==> src/rtl/ula_issue.sv <==
// Decodes an RV32I instruction into an ALU code and operand pair and holds it in one issue slot for the ula block.
// Latency: an instruction accepted on a rising edge is on the outputs right after that edge.
// Backpressure: ready_out = ~valid_out | ready_in, so the slot gives full throughput; a stalled slot holds every output bit-stable.
// Ports: clk, reset (async, active-high); valid_in/ready_out upstream handshake; opcode_in, funct3_in, funct7_in,
//        rs1_data_in, rs2_data_in, imm_in, pc_in decode inputs; flush kills the slot and any incoming instruction;
//        valid_out/ready_in downstream handshake; select_ula, data1_out, data2_out, funct3_out, illegal_out registered issue.
module ula_issue (
  input  logic        clk,
  input  logic        reset,
  input  logic        valid_in,
  output logic        ready_out,
  input  logic [6:0]  opcode_in,
  input  logic [2:0]  funct3_in,
  input  logic [6:0]  funct7_in,
  input  logic [31:0] rs1_data_in,
  input  logic [31:0] rs2_data_in,
  input  logic [31:0] imm_in,
  input  logic [31:0] pc_in,
  input  logic        flush,
  output logic        valid_out,
  input  logic        ready_in,
  output logic [3:0]  select_ula,
  output logic [31:0] data1_out,
  output logic [31:0] data2_out,
  output logic [2:0]  funct3_out,
  output logic        illegal_out
);

  localparam logic [6:0] OPC_OP     = 7'b0110011;
  localparam logic [6:0] OPC_OPIMM  = 7'b0010011;
  localparam logic [6:0] OPC_LUI    = 7'b0110111;
  localparam logic [6:0] OPC_AUIPC  = 7'b0010111;
  localparam logic [6:0] OPC_JAL    = 7'b1101111;
  localparam logic [6:0] OPC_JALR   = 7'b1100111;
  localparam logic [6:0] OPC_LOAD   = 7'b0000011;
  localparam logic [6:0] OPC_STORE  = 7'b0100011;
  localparam logic [6:0] OPC_BRANCH = 7'b1100011;

  localparam logic [6:0] F7_BASE = 7'b0000000;
  localparam logic [6:0] F7_ALT  = 7'b0100000;

  localparam logic [3:0] ALU_NONE = 4'b0000;
  localparam logic [3:0] ALU_ADD  = 4'b0001;
  localparam logic [3:0] ALU_SUB  = 4'b0010;
  localparam logic [3:0] ALU_SLL  = 4'b0011;
  localparam logic [3:0] ALU_SLT  = 4'b0100;
  localparam logic [3:0] ALU_SLTU = 4'b0101;
  localparam logic [3:0] ALU_SRL  = 4'b0110;
  localparam logic [3:0] ALU_SRA  = 4'b0111;
  localparam logic [3:0] ALU_XOR  = 4'b1000;
  localparam logic [3:0] ALU_OR   = 4'b1001;
  localparam logic [3:0] ALU_AND  = 4'b1010;

  // funct3 codes whose meaning does not depend on funct7 (both OP and OP-IMM).
  function automatic logic [3:0] plain_code(input logic [2:0] f3);
    case (f3)
      3'b001:  plain_code = ALU_SLL;
      3'b010:  plain_code = ALU_SLT;
      3'b011:  plain_code = ALU_SLTU;
      3'b100:  plain_code = ALU_XOR;
      3'b110:  plain_code = ALU_OR;
      3'b111:  plain_code = ALU_AND;
      default: plain_code = ALU_NONE;
    endcase
  endfunction

  logic [3:0]  sel_d;
  logic [31:0] src1;
  logic [31:0] src2;
  logic [31:0] data1_d;
  logic [31:0] data2_d;
  logic        ill_d;
  logic        accept;

  always_comb begin
    sel_d = ALU_NONE;
    src1  = 32'd0;
    src2  = 32'd0;
    ill_d = 1'b0;
    case (opcode_in)
      OPC_OP: begin
        src1 = rs1_data_in;
        src2 = rs2_data_in;
        case (funct3_in)
          3'b000: begin
            if (funct7_in == F7_BASE)     sel_d = ALU_ADD;
            else if (funct7_in == F7_ALT) sel_d = ALU_SUB;
            else                          ill_d = 1'b1;
          end
          3'b101: begin
            if (funct7_in == F7_BASE)     sel_d = ALU_SRL;
            else if (funct7_in == F7_ALT) sel_d = ALU_SRA;
            else                          ill_d = 1'b1;
          end
          default: begin
            if (funct7_in == F7_BASE) sel_d = plain_code(funct3_in);
            else                      ill_d = 1'b1;
          end
        endcase
      end
      OPC_OPIMM: begin
        src1 = rs1_data_in;
        src2 = imm_in;
        // Outside the shifts, funct7 is just immediate bits and is ignored.
        case (funct3_in)
          3'b000: sel_d = ALU_ADD;
          3'b001: begin
            if (funct7_in == F7_BASE) sel_d = ALU_SLL;
            else                      ill_d = 1'b1;
          end
          3'b101: begin
            if (funct7_in == F7_BASE)     sel_d = ALU_SRL;
            else if (funct7_in == F7_ALT) sel_d = ALU_SRA;
            else                          ill_d = 1'b1;
          end
          default: sel_d = plain_code(funct3_in);
        endcase
      end
      OPC_LUI: begin
        sel_d = ALU_ADD;
        src2  = imm_in;
      end
      OPC_AUIPC: begin
        sel_d = ALU_ADD;
        src1  = pc_in;
        src2  = imm_in;
      end
      OPC_JAL, OPC_JALR: begin
        // Link address pc + 4.
        sel_d = ALU_ADD;
        src1  = pc_in;
        src2  = 32'd4;
      end
      OPC_LOAD, OPC_STORE: begin
        sel_d = ALU_ADD;
        src1  = rs1_data_in;
        src2  = imm_in;
      end
      OPC_BRANCH: begin
        src1 = rs1_data_in;
        src2 = rs2_data_in;
        case (funct3_in)
          3'b000, 3'b001: sel_d = ALU_SUB;
          3'b100, 3'b101: sel_d = ALU_SLT;
          3'b110, 3'b111: sel_d = ALU_SLTU;
          default:        ill_d = 1'b1;
        endcase
      end
      default: ill_d = 1'b1;
    endcase

    data1_d = src1;
    data2_d = src2;
    if (ill_d) begin
      sel_d   = ALU_NONE;
      data1_d = 32'd0;
      data2_d = 32'd0;
    end else if (sel_d == ALU_SLL || sel_d == ALU_SRL || sel_d == ALU_SRA) begin
      // ula does not mask the SLL shift amount, so clip it here for all shifts.
      data2_d = {27'd0, src2[4:0]};
    end
  end

  assign ready_out = ~valid_out | ready_in;
  assign accept    = valid_in & ready_out & ~flush;

  always_ff @(posedge clk or posedge reset) begin
    if (reset) begin
      valid_out   <= 1'b0;
      select_ula  <= ALU_NONE;
      data1_out   <= 32'd0;
      data2_out   <= 32'd0;
      funct3_out  <= 3'd0;
      illegal_out <= 1'b0;
    end else if (flush) begin
      // Data registers keep stale values; valid_out alone marks them dead.
      valid_out <= 1'b0;
    end else if (accept) begin
      valid_out   <= 1'b1;
      select_ula  <= sel_d;
      data1_out   <= data1_d;
      data2_out   <= data2_d;
      funct3_out  <= funct3_in;
      illegal_out <= ill_d;
    end else if (valid_out && ready_in) begin
      valid_out <= 1'b0;
    end
  end

endmodule
==> config.mk <==
export PLATFORM = sky130hd
export DESIGN_NAME = ula_issue
export DESIGN_NICKNAME = d
export VERILOG_FILES = /design/src/rtl/ula_issue.sv
export SDC_FILE = /design/constraint.sdc
export NUM_CORES = 1
export LEC_CHECK = 0
export ABC_AREA = 1
export CORE_MARGIN = 2
export CORE_UTILIZATION = 39
export DETAILED_ROUTE_END_ITERATION = 10
export MAX_ROUTING_LAYER = met4
export PLACE_DENSITY = 0.87
export SLEW_MARGIN = 20
export SYNTH_ARGS = -nofsm -noshare
export SYNTH_HDL_FRONTEND = slang
export SYNTH_SLANG_ARGS = --single-unit
==> constraint.sdc <==
create_clock -name clk -period 2.9 [get_ports clk]
set_input_delay 0.58 -clock clk [delete_from_list [all_inputs] [get_ports clk]]
set_output_delay 0.58 -clock clk [all_outputs]
set_load 0.005 [all_outputs]
# --- Word level (Yosys, flattened, before mapping) ---
# Cells that the tools add are included.
totals:
  ff_bits: 73
  out_inout_bits: 74
classes:
  eq_ne: 20
  n_mux: 28
  n_bitwise: 5
  reduce_logical: 18
ops:
  columns: ["op", "n"]
  rows:
  - ["32-bit two-way mux", 3]
  - ["32-bit one-hot mux with 3 select lines", 1]
  - ["32-bit one-hot mux with 2 select lines", 1]
  - ["7-bit by 6-bit equality test with 1-bit output, second input constant", 4]
  - ["4-bit one-hot mux with 6 select lines", 1]
  - ["7-bit equality test, second input constant", 3]
  - ["4-bit one-hot mux with 5 select lines", 1]
  - ["4-bit one-hot mux with 4 select lines", 1]
  - ["7-bit by 5-bit equality test with 1-bit output, second input constant", 2]
  - ["3-bit equality test, second input constant", 4]
  - ["4-bit one-hot mux with 3 select lines", 1]
  - ["2-bit OR reduction", 6]
  - ["6-bit OR reduction", 2]
  - ["5-bit OR reduction", 2]
  - ["3-bit one-hot mux with 3 select lines", 1]
  - ["4-bit by 3-bit equality test with 1-bit output, second input constant", 2]
  - ["1-bit two-way mux", 8]
  - ["4-bit two-way mux", 2]
  - ["4-bit one-hot mux with 2 select lines", 1]
  - ["7-bit by 2-bit equality test with 1-bit output, second input constant", 1]
  - ["7-bit logical NOT", 1]
  - ["3-bit by 2-bit equality test with 1-bit output, second input constant", 2]
  - ["2-bit two-way mux", 3]
  - ["3-bit two-way mux", 2]
  - ["13 further kinds", 16]

# --- Depth between registers and ports, before layout ---
# Gate-level depths: netlist of run 1.
depth:
  depth_word: 10
  depth_mapped: 15
  mapped_depth_nobuf: 13

# --- Least setup slack after synthesis of run 1 ---
# Ideal clock, no wire load.
synth_path:
  path_type: "input -> register"
  from: "input funct7_in[4]"
  to: "register data2_out[10]"
  setup_time_ps: 116
  arrival_time_ps: 1673
  t_required_ps: 2784
  path_slack_ps: 1110
  cell_stages: 13
  cell_sequence: "nor2_2 -> nand2_1 -> nor2_4 -> inv_2 -> o21bai_1 -> nand2_1 -> nand2_1 -> nor2_2 -> nor2_4 -> nand2_4 -> buf_6 -> nand2_1 -> nand2_1"
synth_via:
  elab_chain_len: 10
  elab_cells_between_ends: 24
  classes_between: "4 x eq/ne; 17 x mux; 3 x reduce/logical"
synth_rtl:
  columns: ["element", "line", "source"]
  rows:
  - ["from (decl)", "14", "input logic [6:0] funct7_in,"]
  - ["7-bit by 6-bit equality test with 1-bit output", "87, 92, 113", null]
  - ["3-bit two-way mux or 2-bit two-way mux (tied branches)", "92, 113, 87", null]
  - ["3-bit two-way mux or 2-bit two-way mux (tied branches)", "91, 86", null]
  - ["4-bit one-hot mux with 3 select lines or 4-bit one-hot mux with 2 select lines (tied branches)", "105, 84", null]
  - ["4-bit one-hot mux with 4 select lines", "80", "case (opcode_in)"]
  - ["4-bit by 2-bit equality test with 1-bit output or 4-bit by 3-bit equality test with 1-bit output (tied branches)", "158", "end else if (sel_d == ALU_SLL || sel_d == ALU_SRL || sel_d == ALU_SRA) begin"]
  - ["1-bit logical OR (2 in a row)", "158", null]
  - ["32-bit two-way mux", "158", null]
  - ["32-bit two-way mux (*)", "154", "if (ill_d) begin"]
  - ["to (signal assigned)", "182", "data2_out <= data2_d;"]
  - ["to (decl)", "24", "output logic [31:0] data2_out,"]
# Every way passes the cells marked *; elsewhere a longest branch is shown, timed or not.
# A chain may end at the register's enable or synchronous reset.

# --- Worst setup path after layout of run 1 ---
layout_path:
  from: "input funct3_in[2]"
  to: "register data2_out[12]"
layout_via:
  elab_chain_len: 10
  elab_cells_between_ends: 31
  classes_between: "10 x eq/ne; 13 x mux; 8 x reduce/logical"
layout_rtl:
  columns: ["element", "line", "source"]
  rows:
  - ["from (decl)", "13", "input logic [2:0] funct3_in,"]
  - ["3-bit equality test (tied with other cells)", "56, 142", null]
  - ["4-bit one-hot mux with 6 select lines", "56", "case (f3)"]
  - ["4-bit two-way mux", "96", "if (funct7_in == F7_BASE) sel_d = plain_code(funct3_in);"]
  - ["4-bit one-hot mux with 2 select lines", "84", "case (funct3_in)"]
  - ["4-bit one-hot mux with 4 select lines", "80", null]
  - ["4-bit by 2-bit equality test with 1-bit output or 4-bit by 3-bit equality test with 1-bit output (tied branches)", "158", null]
  - ["1-bit logical OR (2 in a row)", "158", null]
  - ["32-bit two-way mux", "158", null]
  - ["32-bit two-way mux (*)", "154", null]
# Marked as above.

==> results of run 1 <==
==> registers in the layout, indices dropped and copies added, names as in the netlist <==
name	count
data1_out	32
data2_out	32
select_ula	4
funct3_out	3
illegal_out	1
valid_out	1
==> cells in the final DEF (no fill, tap or decap), drive strengths merged <==
cell type and n:
nand2 231, clkdlybuf4s50 223, dfrtp 73, o21ai 47, a21oi 35, nor2 34, a22oi 32, inv 30
nand3 11, clkbuf 10, buf 10, a22o 4, clkinvlp 3, nand3b 2, nand4 1, nor3 1
o2111ai 1, o21bai 1, clkinv 1, bufinv 1
==> through the flow <==
| stage | util, % | instances |
|---|---|---|
| 2_1_floorplan | - | 532 |
| 3_3_place_gp | 62.5 | 871 |
| 3_5_place_dp | 62.5 | 871 |
| 4_1_cts | 64.4 | 887 |
| 5_1_grt | 64.4 | 887 |
| 6_report | 64.4 | 887 |
==> worst register-to-register path: cells and delay by family, from the launching register on <==
kind | cells | cell delay [ps]
buffers and inverters | 4 | 880
flip-flops | 1 | 360
AND/OR/NAND/NOR | 3 | 290
AO/OA/AOI/OAI | 1 | 100
==> cells by family (layout without fill, tap and decap cells) <==
| logic type | after synthesis | in the layout | share of synthesized area [%] |
|---|---|---|---|
| AO/OA/AOI/OAI | 120 | 120 | 18.4 |
| buffers and inverters | 59 | 278 | 7.30 |
| flip-flops | 73 | 73 | 45.3 |
| AND/OR/NAND/NOR | 280 | 280 | 28.9 |
==> path summary, 6_finish.rpt <==
check	depth (start not counted)	end	from	slack [ps]
worst max-delay path	13	data2_out[12]	funct3_in[2]	610
worst min-delay path	2	data2_out[4]	data2_out[4]	480
worst max register to register	8	data1_out[0]	valid_out	1180
worst min register to register	2	data2_out[4]	data2_out[4]	480
max in group asynchronous	3	data1_out[15]	reset	1630
min in group asynchronous	2	data1_out[24]	reset	630
==> power groups by stage <==
stage	clock network, W	registers (W)	logic [W]
after floorplan	0	0.00106	0.000107
after global placement	0	0.00106	0.000370
final	0.000794	0.00104	0.000373
after CTS	0.000812	0.00104	0.000376
after detailed placement	0	0.00106	0.000374
after global routing	0.000860	0.00104	0.000405
==> layer usage <==
layer	share of wire [%]	vias to the layer above
met5	0	-
met4	2.4	0
met3	5.9	26
met2	50	166
met1	41	2082
li1	-	2159
==> cell type report <==
| class | instances | area (sq um) |
|---|---|---|
| multi-input cells | 400 | 1910 |
| flip-flops and latches | 73 | 1830 |
| well taps | 136 | 170 |
| repair buffers | 233 | 2340 |
| inverters | 29 | 109 |
| clock inverters | 6 | 66.3 |
| fillers | 878 | 3630 |
| clock buffers | 10 | 128 |
==> flow_metrics.env, run 1 <==
export IMPL_io_buffers=223
export IMPL_hold_slack_ps=485
export IMPL_path_delay_family="simple AND/OR/NAND/NOR gates"
export IMPL_combPwrFrac_pct=16.9
export IMPL_seqPwrFrac_pct=47.0
export IMPL_ys_seq_area_share_pct=45.3
export IMPL_fmax_ghz=0.437
export IMPL_syn_to_final_growth_pct=62.7
export IMPL_drive_above_1_share_pct=8.66
export IMPL_maxCapViolCount=0
export IMPL_synth_area_leader_cell="dfrtp_1"
export IMPL_powerDensity_mw_per_mm2=336
export IMPL_antenna_found_initial=0
export IMPL_track_usage_pct=24.1
export IMPL_outcome="finished, final reports clean"
export IMPL_die_x_um=106
export IMPL_synth_most_common_cell="nand2_1"
export IMPL_cts_buffer_depth=2
export IMPL_finClkSkew_ps=9.24
export IMPL_cts_buffers=9
export IMPL_worst_pin_slew_ps=621
export IMPL_p_sw_share_pct=24.6
export IMPL_dpl_cell_area_sq_mm=0.00636
export IMPL_min_period_ps=2290
export IMPL_clockPowerShare_pct=36.0
export IMPL_rows=37
export IMPL_hold_buffers=0
export IMPL_grt_max_degree=47
export IMPL_syn_cell_area_sq_mm=0.00403
export IMPL_use_met2_pct=43.1
export IMPL_totalWireLength_mm=13.2
export IMPL_relSlewSlack_pct=58.5
export IMPL_leakage_nw=2.77
export IMPL_vias=4433
export IMPL_crit_slowest_cell="clkdlybuf4s50_1"
export IMPL_drt_iter0_markers=136
export IMPL_postCtsSetupRepairBufs=0
export IMPL_yosysWarnings=0
export IMPL_finalHoldViolations=0
export IMPL_total_power_w=0.00220
export IMPL_diodes=0
export IMPL_hpwl_mm=10.2
export IMPL_dieArea_sq_mm=0.0112
export IMPL_p_int_w=0.00166
export IMPL_cts_tree="built"
export IMPL_cp_cell_sequence="clkdlybuf4s50_1 > inv_2 > o21ai_1 > o21ai_1 > nand2_1 > inv_1 > nand2_1 > nand2_1 > nor2_1 > nand2_1 > nand2_4 > nand2_1 > nand2_1"
export IMPL_slowest_delay_ps=660
export IMPL_ys_ff_latch=73
export IMPL_clock_latency_ps=340
export IMPL_cp_required_ps=3170
export IMPL_synth_main_ff_cell="dfrtp_1"
export IMPL_setup_viol=0
export IMPL_die_y_um=106
export IMPL_vias_per_cell=5.00
export IMPL_syn_mean_instance_area_sq_um=7.58
export IMPL_boundaryPins=224
export IMPL_finalNetCount=896
export IMPL_finalMaxSlewViolations=0
export IMPL_htreeDepth=3
export IMPL_post_route_period_util_pct=78.9
export IMPL_synth_common_cells="226 x nand2_1, 73 x dfrtp_1, 32 x a22oi_1"
export IMPL_post_route_drc_count=0
export IMPL_grt_pass1_vias=4451
export IMPL_clock_sinks=73
export IMPL_pre_cts_ws_ps=275
export IMPL_design_area_sq_mm=0.00656
export IMPL_critPathBufInv=3
export IMPL_p_sw_w=0.000542
export IMPL_ir_drop_uv=181
export IMPL_grt_pass1_wl_mm=21.0
export IMPL_clkTransAtPathRegs_ps=90
export IMPL_synth_edf_count=0
export IMPL_busiest_layer="met2"
export IMPL_criticalPathCategory="input pin to flip-flop"
export IMPL_initial_utilization_pct=39.6
export IMPL_grt_overflow=0
export IMPL_synth_cell_types=27
export IMPL_synthArstFlopShare_pct=100
export IMPL_setup_slack_ps=611
export IMPL_cp_end_kind="flip-flop"
export IMPL_syn_inst=532
export IMPL_cpMostUsedCell="nand2_1"
export IMPL_clockRootBuffer="clkbuf_8"
export IMPL_arrival_ps=2560
export IMPL_grt_setup_unrepaired="no"
export IMPL_drtAntennaViolNets=0
export IMPL_crit_path_start_kind="input pin"
export IMPL_synth_area_leaders="dfrtp_1 45%, nand2_1 21%, a22oi_1 6.0%"
export IMPL_synth_net_count=682
export IMPL_core_sq_mm=0.0102
export IMPL_grt_use_met1_pct=26.7
export IMPL_fin_tns_setup_ps=0
export IMPL_yosysTopAreaCellShare_pct=45.3
export IMPL_first_pass_iters=5
export IMPL_gp_congestion=0.823
export IMPL_wl_per_cell_um=14.9
export IMPL_grtUsageMet3_pct=5.01
export IMPL_cts_resized=0
export IMPL_min_path_type="flip-flop to flip-flop"
export IMPL_crit_fanout=27
Note: power is estimated with default switching activity, not from simulation.
==> run 2: changes to the inputs <==
==> constraint.sdc (replaced) <==
create_clock -name clk -period 2.2 [get_ports clk]
set_input_delay 0.44 -clock clk [delete_from_list [all_inputs] [get_ports clk]]
set_output_delay 0.44 -clock clk [all_outputs]
set_load 0.005 [all_outputs]
==> flow_metrics.env, run 2 (same netlist as run 1, synthesis figures left out) <==
export IMPL_outcome="finished, final reports clean"
export IMPL_stdcell_count=910
export IMPL_diodes=0
export IMPL_fin_tns_setup_ps=0
export IMPL_clock_latency_ps=340
export IMPL_initial_utilization_pct=39.6
export IMPL_clock_sinks=73
export IMPL_wl_per_cell_um=14.4
export IMPL_relSlewSlack_pct=66.8
export IMPL_min_path_type="flip-flop to flip-flop"
export IMPL_hpwl_mm=10.2
export IMPL_dpl_cell_area_sq_mm=0.00662
export IMPL_cts_buffer_depth=2
export IMPL_worst_pin_slew_ps=497
export IMPL_die_y_um=106
export IMPL_leakage_nw=2.91
export IMPL_core_sq_mm=0.0102
export IMPL_vias=4549
export IMPL_die_x_um=106
export IMPL_drt_iter0_markers=225
export IMPL_syn_to_final_growth_pct=69.8
export IMPL_min_period_ps=2080
export IMPL_seqPwrFrac_pct=45.5
export IMPL_design_area_sq_mm=0.00684
export IMPL_crit_fanout=23
export IMPL_drive_above_1_share_pct=11.6
export IMPL_grt_setup_unrepaired="no"
export IMPL_io_buffers=223
export IMPL_cts_tree="built"
export IMPL_hold_buffers=0
export IMPL_place_inst=894
export IMPL_drtAntennaViolNets=0
export IMPL_postCtsSetupRepairBufs=0
export IMPL_top_regs="data1_out: 32 flops, data2_out: 32 flops, select_ula: 4 flops"
export IMPL_cp_end_kind="flip-flop"
export IMPL_clockPowerShare_pct=37.0
export IMPL_p_int_w=0.00228
export IMPL_cp_required_ps=2430
export IMPL_vias_per_cell=5.00
export IMPL_grt_pass1_vias=4656
export IMPL_clockRootBuffer="clkbuf_8"
export IMPL_first_pass_iters=4
export IMPL_cts_buffers=9
export IMPL_rows=37
export IMPL_combPwrFrac_pct=17.5
export IMPL_grt_overflow=0
export IMPL_powerDensity_mw_per_mm2=438
export IMPL_ir_drop_uv=282
export IMPL_r2r_start="valid_out"
export IMPL_finClkSkew_ps=11.3
export IMPL_track_usage_pct=24.7
export IMPL_most_common_layout_cells="226 x nand2_1, 223 x clkdlybuf4s50_1, 73 x dfrtp_1, 32 x a22oi_1, 26 x o21ai_1"
export IMPL_crit_path_start_kind="input pin"
export IMPL_startpoint="opcode_in[3]"
export IMPL_htreeDepth=3
export IMPL_grt_max_degree=41
export IMPL_finalMaxSlewViolations=0
export IMPL_finalHoldViolations=0
export IMPL_arrival_ps=2320
export IMPL_final_common_cell="nand2_1"
export IMPL_antenna_found_initial=0
export IMPL_totalWireLength_mm=13.1
export IMPL_boundaryPins=224
export IMPL_setup_viol=0
export IMPL_post_route_drc_count=0
export IMPL_p_sw_w=0.000722
export IMPL_post_route_period_util_pct=94.8
export IMPL_reg2reg_slack_ps=410
export IMPL_hold_path_startpoint="data2_out[5]"
export IMPL_gp_congestion=0.855
export IMPL_criticalPathCategory="input pin to flip-flop"
export IMPL_fmax_ghz=0.480
export IMPL_maxCapViolCount=0
export IMPL_finalNetCount=919
export IMPL_grt_pass1_wl_mm=21.6
export IMPL_p_sw_share_pct=24.1
export IMPL_cts_resized=0
export IMPL_clkTransAtPathRegs_ps=80
export IMPL_dieArea_sq_mm=0.0112
==> run 2: changes by cell type in the layout (fill, tap and decap cells not counted), sizes merged <==
cell	before	now
buf	10	33
clkbuf	10	11
inv	30	29
==> run 2: critical path, cell delays in order <==
cell	delay, ps
clkdlybuf4s50_1	460
nor2_2	170
nand2_4	110
nor2_4	200
inv_1	90
a21oi_1	180
o21ai_2	110
nand2_4	110
buf_12	180
a21oi_1	80
nand2_1	100
nand2_1	70
==> run 2: worst paths after layout <==
| kind | end | depth (start not counted) |
|---|---|---|
| setup reg to reg | data2_out[7] | 11 |
| min in group asynchronous | data2_out[7] | 2 |
| max in group asynchronous | data1_out[9] | 3 |
| hold reg to reg | data2_out[5] | 2 |
| setup / recovery | data2_out[7] | 12 |
| hold / removal | data2_out[5] | 2 |
==> run 2: area by class of cell <==
class / instances / area [sq um]
multi-input cells: 400 / 1930
fillers: 850 / 3340
inverters: 29 / 113
repair buffers: 256 / 2590
flip-flops and latches: 73 / 1830
clock buffers: 11 / 151
clock inverters: 5 / 62.6
well taps: 136 / 170
==> run 2: stage by stage <==
stage / setup WS (ps) / utilization (%) / total power, W / hold slack [ps]
2_1_floorplan: 550 / - / 0.00153 / 472
3_3_place_gp: -191 / 65.0 / 0.00191 / 462
3_5_place_dp: -283 / 65.0 / 0.00192 / 464
4_1_cts: 84.2 / 67.1 / 0.00303 / 486
5_1_grt: 4.03 / 67.2 / 0.00314 / 496
6_report: 115 / 67.2 / 0.00300 / 482
==> run 2: per-layer routing <==
layer	vias to the layer above	wire [um]	global-route usage, %
li1	2200	-	-
met1	2109	4940	27.2
met2	219	6730	43.8
met3	21	1170	7.05
met4	0	248	6.67
met5	-	0	-
==> run 2: power groups by stage <==
stage | clock network (W) | registers (W) | logic [W]
global placement | 0 | 0.00139 | 0.000516
CTS | 0.00114 | 0.00137 | 0.000527
global route | 0.00120 | 0.00137 | 0.000566
detailed placement | 0 | 0.00139 | 0.000524
floorplan | 0 | 0.00139 | 0.000141
finish | 0.00111 | 0.00137 | 0.000524
